**src/rtl/elevator_pkg.sv**
```systemverilog
// Shared elevator definitions: shaft state encoding, position field widths and floor count.
package elevator_pkg;

  localparam int NUM_FLOORS = 4;
  localparam int FLOOR_W    = 2;
  localparam int OFFSET_W   = 4;

  typedef enum logic [1:0] {
    S_IDLE  = 2'd0,
    S_UP    = 2'd1,
    S_DOWN  = 2'd2,
    S_FAULT = 2'd3
  } shaft_state_t;

endpackage

```
**src/rtl/shaft_prescaler.sv**
```systemverilog
// Step prescaler: produces one tick every STEP_DIV enabled cycles.
// 'clear' restarts the count from zero in the same cycle, so that a freshly
// applied or reversed command still gets its first tick STEP_DIV cycles later.
module shaft_prescaler #(
  parameter int STEP_DIV = 2
) (
  input  logic clk,
  input  logic rst,
  input  logic enable,
  input  logic clear,
  output logic tick
);

  localparam int CNT_W = (STEP_DIV > 1) ? $clog2(STEP_DIV) : 1;
  localparam logic [CNT_W-1:0] LAST = CNT_W'(STEP_DIV - 1);

  logic [CNT_W-1:0] cnt;
  logic [CNT_W-1:0] cnt_eff;

  // Effective count for this cycle and terminal-count detection.
  always_comb begin
    cnt_eff = clear ? '0 : cnt;
    tick    = enable && (cnt_eff == LAST);
  end

  // Count while enabled; wrap to zero on the tick or whenever disabled.
  always_ff @(posedge clk) begin
    if (rst || !enable || tick) cnt <= '0;
    else                        cnt <= cnt_eff + CNT_W'(1);
  end

endmodule

```
**src/rtl/elevator_shaft.sv**
```systemverilog
// Behavioural shaft/car plant: integrates motor commands into a floor/offset
// position and reports floor alignment back to the controller.
module elevator_shaft
  import elevator_pkg::*;
#(
  parameter int FLOORS   = NUM_FLOORS,
  parameter int TRAVEL   = 10,
  parameter int STEP_DIV = 2
) (
  input  logic                clk,
  input  logic                rst,
  input  logic                MotorUp,
  input  logic                MotorDown,
  input  logic                SensorMask,
  output logic                LevelTrans,
  output logic [FLOOR_W-1:0]  Floor,
  output logic [OFFSET_W-1:0] Offset,
  output logic                Moving,
  output logic                FloorArrive,
  output logic                OverTravel
);

  localparam logic [FLOOR_W-1:0]  TOP_FLOOR   = FLOOR_W'(FLOORS - 1);
  localparam logic [OFFSET_W-1:0] LAST_OFFSET = OFFSET_W'(TRAVEL - 1);

  shaft_state_t        state;
  logic                cmd_up;
  logic                cmd_down;
  logic                run_en;
  logic                restart;
  logic                step;
  logic                over;
  logic [FLOOR_W-1:0]  nxt_floor;
  logic [OFFSET_W-1:0] nxt_offset;

  // Command decode; a direction that differs from the current motion restarts the prescaler.
  always_comb begin
    cmd_up   = MotorUp & ~MotorDown;
    cmd_down = MotorDown & ~MotorUp;
    run_en   = (state != S_FAULT) && (cmd_up || cmd_down);
    restart  = (cmd_up && (state != S_UP)) || (cmd_down && (state != S_DOWN));
  end

  shaft_prescaler #(
    .STEP_DIV (STEP_DIV)
  ) u_prescaler (
    .clk    (clk),
    .rst    (rst),
    .enable (run_en),
    .clear  (restart),
    .tick   (step)
  );

  // Next position for a step; stepping past either end flags over-travel instead.
  always_comb begin
    nxt_floor  = Floor;
    nxt_offset = Offset;
    over       = 1'b0;
    if (step) begin
      if (cmd_up) begin
        if (Floor == TOP_FLOOR && Offset == '0) begin
          over = 1'b1;
        end else if (Offset == LAST_OFFSET) begin
          nxt_offset = '0;
          nxt_floor  = Floor + FLOOR_W'(1);
        end else begin
          nxt_offset = Offset + OFFSET_W'(1);
        end
      end else begin
        if (Floor == '0 && Offset == '0) begin
          over = 1'b1;
        end else if (Offset == '0) begin
          nxt_floor  = Floor - FLOOR_W'(1);
          nxt_offset = LAST_OFFSET;
        end else begin
          nxt_offset = Offset - OFFSET_W'(1);
        end
      end
    end
  end

  // Motion FSM with registered position, arrival pulse and sticky fault.
  always_ff @(posedge clk) begin
    if (rst) begin
      state       <= S_IDLE;
      Floor       <= '0;
      Offset      <= '0;
      FloorArrive <= 1'b0;
      OverTravel  <= 1'b0;
    end else begin
      Floor       <= nxt_floor;
      Offset      <= nxt_offset;
      FloorArrive <= step && !over && (nxt_offset == '0);
      if (over) OverTravel <= 1'b1;
      if (state == S_FAULT || over) state <= S_FAULT;
      else if (cmd_up)              state <= S_UP;
      else if (cmd_down)            state <= S_DOWN;
      else                          state <= S_IDLE;
    end
  end

  // Alignment sensor and motion flag decoded from registered state.
  always_comb begin
    LevelTrans = (Offset == '0) && !SensorMask;
    Moving     = (state == S_UP) || (state == S_DOWN);
  end

endmodule

```
**config.mk**
```make
export PLATFORM = sky130hd
export DESIGN_NAME = elevator_shaft
export DESIGN_NICKNAME = d
export VERILOG_FILES = /design/src/rtl/elevator_pkg.sv /design/src/rtl/shaft_prescaler.sv /design/src/rtl/elevator_shaft.sv
export SDC_FILE = /design/constraint.sdc
export NUM_CORES = 1
export LEC_CHECK = 0
export ABC_CLOCK_PERIOD_IN_PS = 1550
export BUFFER_PORTS_ARGS = -buffer_cell sky130_fd_sc_hd__buf_2
export CAP_MARGIN = 25
export CORE_MARGIN = 5
export CORE_UTILIZATION = 47
export CTS_BUF_LIST = sky130_fd_sc_hd__clkbuf_16
export CTS_CLUSTER_SIZE = 14
export DETAILED_ROUTE_END_ITERATION = 12
export GPL_TIMING_DRIVEN = 0
export PLACE_DENSITY = 0.79
export SLEW_MARGIN = 20
export SYNTH_ARGS = -nofsm -noshare
export SYNTH_HDL_FRONTEND = slang
export SYNTH_SLANG_ARGS = --single-unit
```
**constraint.sdc**
```tcl
create_clock -name clk -period 1.55 [get_ports clk]
set_clock_uncertainty 0.05 [all_clocks]
set_input_delay 0.2325 -clock clk [delete_from_list [all_inputs] [get_ports clk]]
set_output_delay 0.2325 -clock clk [all_outputs]
set_load 0.005 [all_outputs]
```
After elaboration in Yosys (flattened, before gate mapping)
Cells that the tools add are included.
Widths: inputs -> output; s select.
{"block": "word_totals", "reg_bits": 11, "out_inout_bits": 10, "word_cells": 68}
{"block": "classes", "add_sub_neg": 5, "n_eq_ne": 11, "n_mux": 19, "bitwise_logic": 4, "reduce_logical": 23}
{"operator": "$mux 4", "n": 6}
{"operator": "$mux 2", "n": 8}
{"operator": "$logic_and 1x1->1", "n": 9}
{"operator": "$logic_not 4->1", "n": 2}
{"operator": "$ne 2x2->1 const B", "n": 4}
{"operator": "$eq 2x2->1 const B", "n": 3}
{"operator": "$logic_or 1x1->1", "n": 6}
{"operator": "$mux 1", "n": 5}
{"operator": "$reduce_and 5->1", "n": 1}
{"operator": "$add 4x1->4 const B", "n": 1}
{"operator": "$eq 4x4->1 const B", "n": 1}
{"operator": "$ne 2x1->1 const B", "n": 2}
{"operator": "$sub 4x1->4 const B", "n": 1}
{"operator": "$logic_not 1->1", "n": 3}
{"operator": "$add 2x1->2 const B", "n": 1}
{"operator": "$and 1x1->1", "n": 2}
{"operator": "$eq 2x1->1 const B", "n": 1}
{"operator": "$logic_not 2->1", "n": 1}
{"operator": "$not 1->1", "n": 2}
{"operator": "$reduce_bool 2->1", "n": 1}
{"operator": "$sub 2x1->2 const B", "n": 1}
{"operator": "$add 1x1->1 const B", "n": 1}

Longest topological paths before layout
{"block": "logic_depth", "ltp_word": 10, "ltp_mapped": 8}

By module
A second synthesis with hierarchy kept.
{"block": "unflattened", "cells_unflattened": 96, "area_unflattened_um2": 748.2}
{"mod": "elevator_shaft", "instances": 1, "cells_each": 92, "area_each_um2": 695.7, "seq_area_each_um2": 200.2}
{"mod": "shaft_prescaler", "instances": 1, "cells_each": 4, "area_each_um2": 52.6, "seq_area_each_um2": 20.0}

Worst setup path before layout
No wires, ideal clock.
{"block": "synth_timing", "kind": "reg2reg", "start": "reg Offset[1]", "end": "reg FloorArrive", "setup_time_ns": 0.115, "arrival_ns": 1.532, "required_time_ns": 1.385, "path_slack_ns": -0.148, "stages_incl_launch_ff": 7, "period_less_slack_ns": 1.698, "cell_sequence": "dfxtp_1 > buf_6 > or4_4 > nor2_1 > a21oi_1 > o32a_1 > and3_1"}
{"block": "synth_via", "elab_chain_len": 8, "word_cells_on_any_way": 20, "cone_classes": "2 x add/sub; 1 x eq/ne; 10 x mux; 7 x reduce/logical"}
{"element": "start, declared", "line_no": "elevator_shaft.sv:17", "text": "output logic [OFFSET_W-1:0] Offset,"}
{"element": "start signal, assigned", "line_no": "elevator_shaft.sv:92", "text": "Offset <= nxt_offset;"}
{"element": "parallel branches: the longest is 7 deep, another holds $sub 4x1->4"}
{"element": "$logic_and 1x1->1 (*)", "line_no": "elevator_shaft.sv:93", "text": "FloorArrive <= step && !over && (nxt_offset == '0);"}
{"element": "end signal, assigned", "line_no": "elevator_shaft.sv:93"}
{"element": "end, declared", "line_no": "elevator_shaft.sv:19", "text": "output logic FloorArrive,"}
Every way passes the cells marked *.
A chain may end at the register's enable or synchronous reset.

Worst setup path after layout
{"block": "layout_timing", "start": "reg Offset[3]", "end": "reg FloorArrive"}
The elaborated chain is that of the path after synthesis.

==> metrics.cfg <==
[cells_and_area]
fin_area_mm2 = 0.00108
post_route_cells_drive_above_1_share_pct = 45.3
area_growth_pct = 46.2
fillers = 119
finalNetCount = 128
insertedDiodeCount = 0

[power]
p_clk_share_pct = 52.3
switchingPower_uw = 208
seqPwrFrac_pct = 33.5
switching_share_pct = 23.1
leakagePower_uw = 0.000466
p_int_uw = 694
comb_power_share_pct = 14.2
p_total_uw = 903
powerDensity_mw_per_mm2 = 832
peakVddDrop_mv = 0.958

[synthesis]
ys_types = 38
async_flop_share_pct = 0
ys_ff_latch = 11
ys_seq_area_share_pct = 29.7
synth_area_per_cell_um2 = 7.81
synthFlopType = dfxtp_1
syn-num-nets = 105
yosys.area.top_type = dfxtp_1
syn_inst = 95
yosysMostFrequentCell = nor2_1
synthesis.area_um2 = 742
synth_top_area_share_pct = 29.7
synthTopCellsByArea = dfxtp_1, ha_1, nor2_1
synth-edff-count = 0
synth_common_cells = nor2_1, dfxtp_1, inv_1, a21oi_1, nand2_1
ys_warn_count = 0

[timing]
fmax_mhz = 595
hold_viol = 0
timing.final.ws_setup_ns = -0.129
rsz0062_at_grt = true
slew_violations = 0
setup_viol = 9
worst_pin_slew_ns = 0.275
timing.final.crit_share_pct = 108
finalCriticalPeriod_ns = 1.68
hold_ws_ns = 0.278
relSlewSlack_pct = 81.6

[die]
core_mm2 = 0.00151
start_util_pct = 49.3
die-area_mm2 = 0.00247
rows = 14
fp.dieH_um = 49.7
io_pins = 15
dieWidth_um = 49.7

[critical_path]
timing.rr.start = Offset[3]
cp_max_fo = 3
crit_type = reg -> reg
start_kind = flip-flop
critPathArrivalTime_ns = 1.76
cp-end-kind = flip-flop
worst_ep_required_time_ns = 1.63
cp-startpoint = Offset[3]

[clock_network]
cts_root_buf = clkbuf_16
cts_made_buffers = 3
insertion_delay_ns = 0.24
cts-htree-levels = 1
cts_tree = yes
clk_pin_slew_ns = 0.05
cts.sinks = 11
clock_path_buffers = 2

[drt]
drcViolationCount = 0
final_antenna_net_count = 0
wl_per_cell_um = 14.8
wl_um = 1970
drt_iter0_markers = 11
dr.pass1.iters = 4
num_vias = 760
via_per_inst = 5.71

[status]
failed_checks = setup timing
status = complete, but fails checks

[min_path]
worst_hold_startpoint = MotorDown
hold_class = in -> reg

[flow_run]
maxCapViolCount = 0

[grt]
grt-ovfl-total = 0
grt_pass1_vias = 703
grt_max_degree = 11
antenna_found_initial = 0
grtUsageTotal_pct = 14.9
grt_pass1_wl_um = 2960

[placement]
post-dp-hpwl_um = 1220
dp_slack_ns = -0.439
placed_area_um2 = 906
numPortBuffers = 14
gp_congestion = 0.798

==> registers in the layout (all words and copies together) (netlist names) <==
name and flops:
u_prescaler.cnt 1, FloorArrive 1, OverTravel 1, Floor 2, Offset 4, state 2
==> per-stage QoR <==
stage          std cells  setup TNS (ns)  util [%]
3_3_place_gp         125           -2.26      60.1
5_1_grt              133           -1.28      72.0
3_5_place_dp         125           -2.69      60.1
4_1_cts              132          -0.768      67.5
6_report             133          -0.677      72.0
2_1_floorplan         95          -0.304         -
==> routing by layer <==
metal  share of wire (%)  wire length (µm)  vias up  GRT usage (%)
met5                   0                 0        -              0
met4                 2.8                55        0           7.42
met3                 7.0               137        8           3.31
met2                  48               948       33           24.8
met1                  42               827      349           17.6
li1                    -                 -      370              -
==> logic make-up (layout without fill, tap and decap cells) <==
family | after synthesis | in the layout | share of synthesized area (%)
mux | 1 | 1 | 1.35
compound gates | 18 | 18 | 15.5
simple gates | 42 | 42 | 30.2
fa+ha+maj | 5 | 5 | 8.43
xor+xnor | 3 | 3 | 3.54
flops | 11 | 11 | 29.7
buf+inv | 15 | 37 | 11.3
==> layout make-up <==
type	count	area [µm²]	area share, %
Multi-Input combinational cell	69	549	50.6
Sequential cell	11	235	21.7
Timing Repair Buffer	20	130	12.0
Clock buffer	3	75.1	6.92
Inverter	9	36.3	3.34
Buffer	4	35.0	3.23
Tap cell	16	20.0	1.85
Clock inverter	1	3.75	0.346
==> critical path, cell delays in order (launching register included) <==
cell and delay (ns):
dfxtp_2 0.32, or4_4 0.54, nor2_1 0.12, a21oi_1 0.06
o32a_1 0.33, and3_1 0.15
==> cells in the final DEF (no fill, tap or decap), types with 2 or more instances in the layout <==
cell type and instances:
a21oi_1 7, buf_2 15, buf_4 2, buf_6 5
clkbuf_16 3, dfxtp_1 5, dfxtp_2 3, dfxtp_4 3
ha_4 4, inv_1 7, inv_2 2, nand2_1 7
nand3_1 3, nand4_1 2, nand4b_1 3, nor2_1 12
o21ai_0 3, xor2_1 2
==> final timing paths <==
path                                         to  slack [ns]  depth (start not counted)
worst max-delay path                FloorArrive       -0.13                          5
worst min register to register       OverTravel        0.42                          2
worst max register to register      FloorArrive       -0.13                          5
worst min-delay path            u_prescaler.cnt        0.28                          3
==> power groups by stage <==
stage	logic (µW)	clock network, µW	registers [µW]
5_1_grt	142	489	303
3_3_place_gp	102	0	308
6_report	128	472	302
3_5_place_dp	105	0	309
2_1_floorplan	76.8	0	308
4_1_cts	117	469	300
==> what timing repair did <==
item	4_1_cts	5_1_grt
buffers inserted	5	1
resized for setup	8	15
hold buffers	0	0
endpoints found under the setup margin	11	10
pin swaps	6	7
No activity file was read; power rests on OpenSTA's default activity.
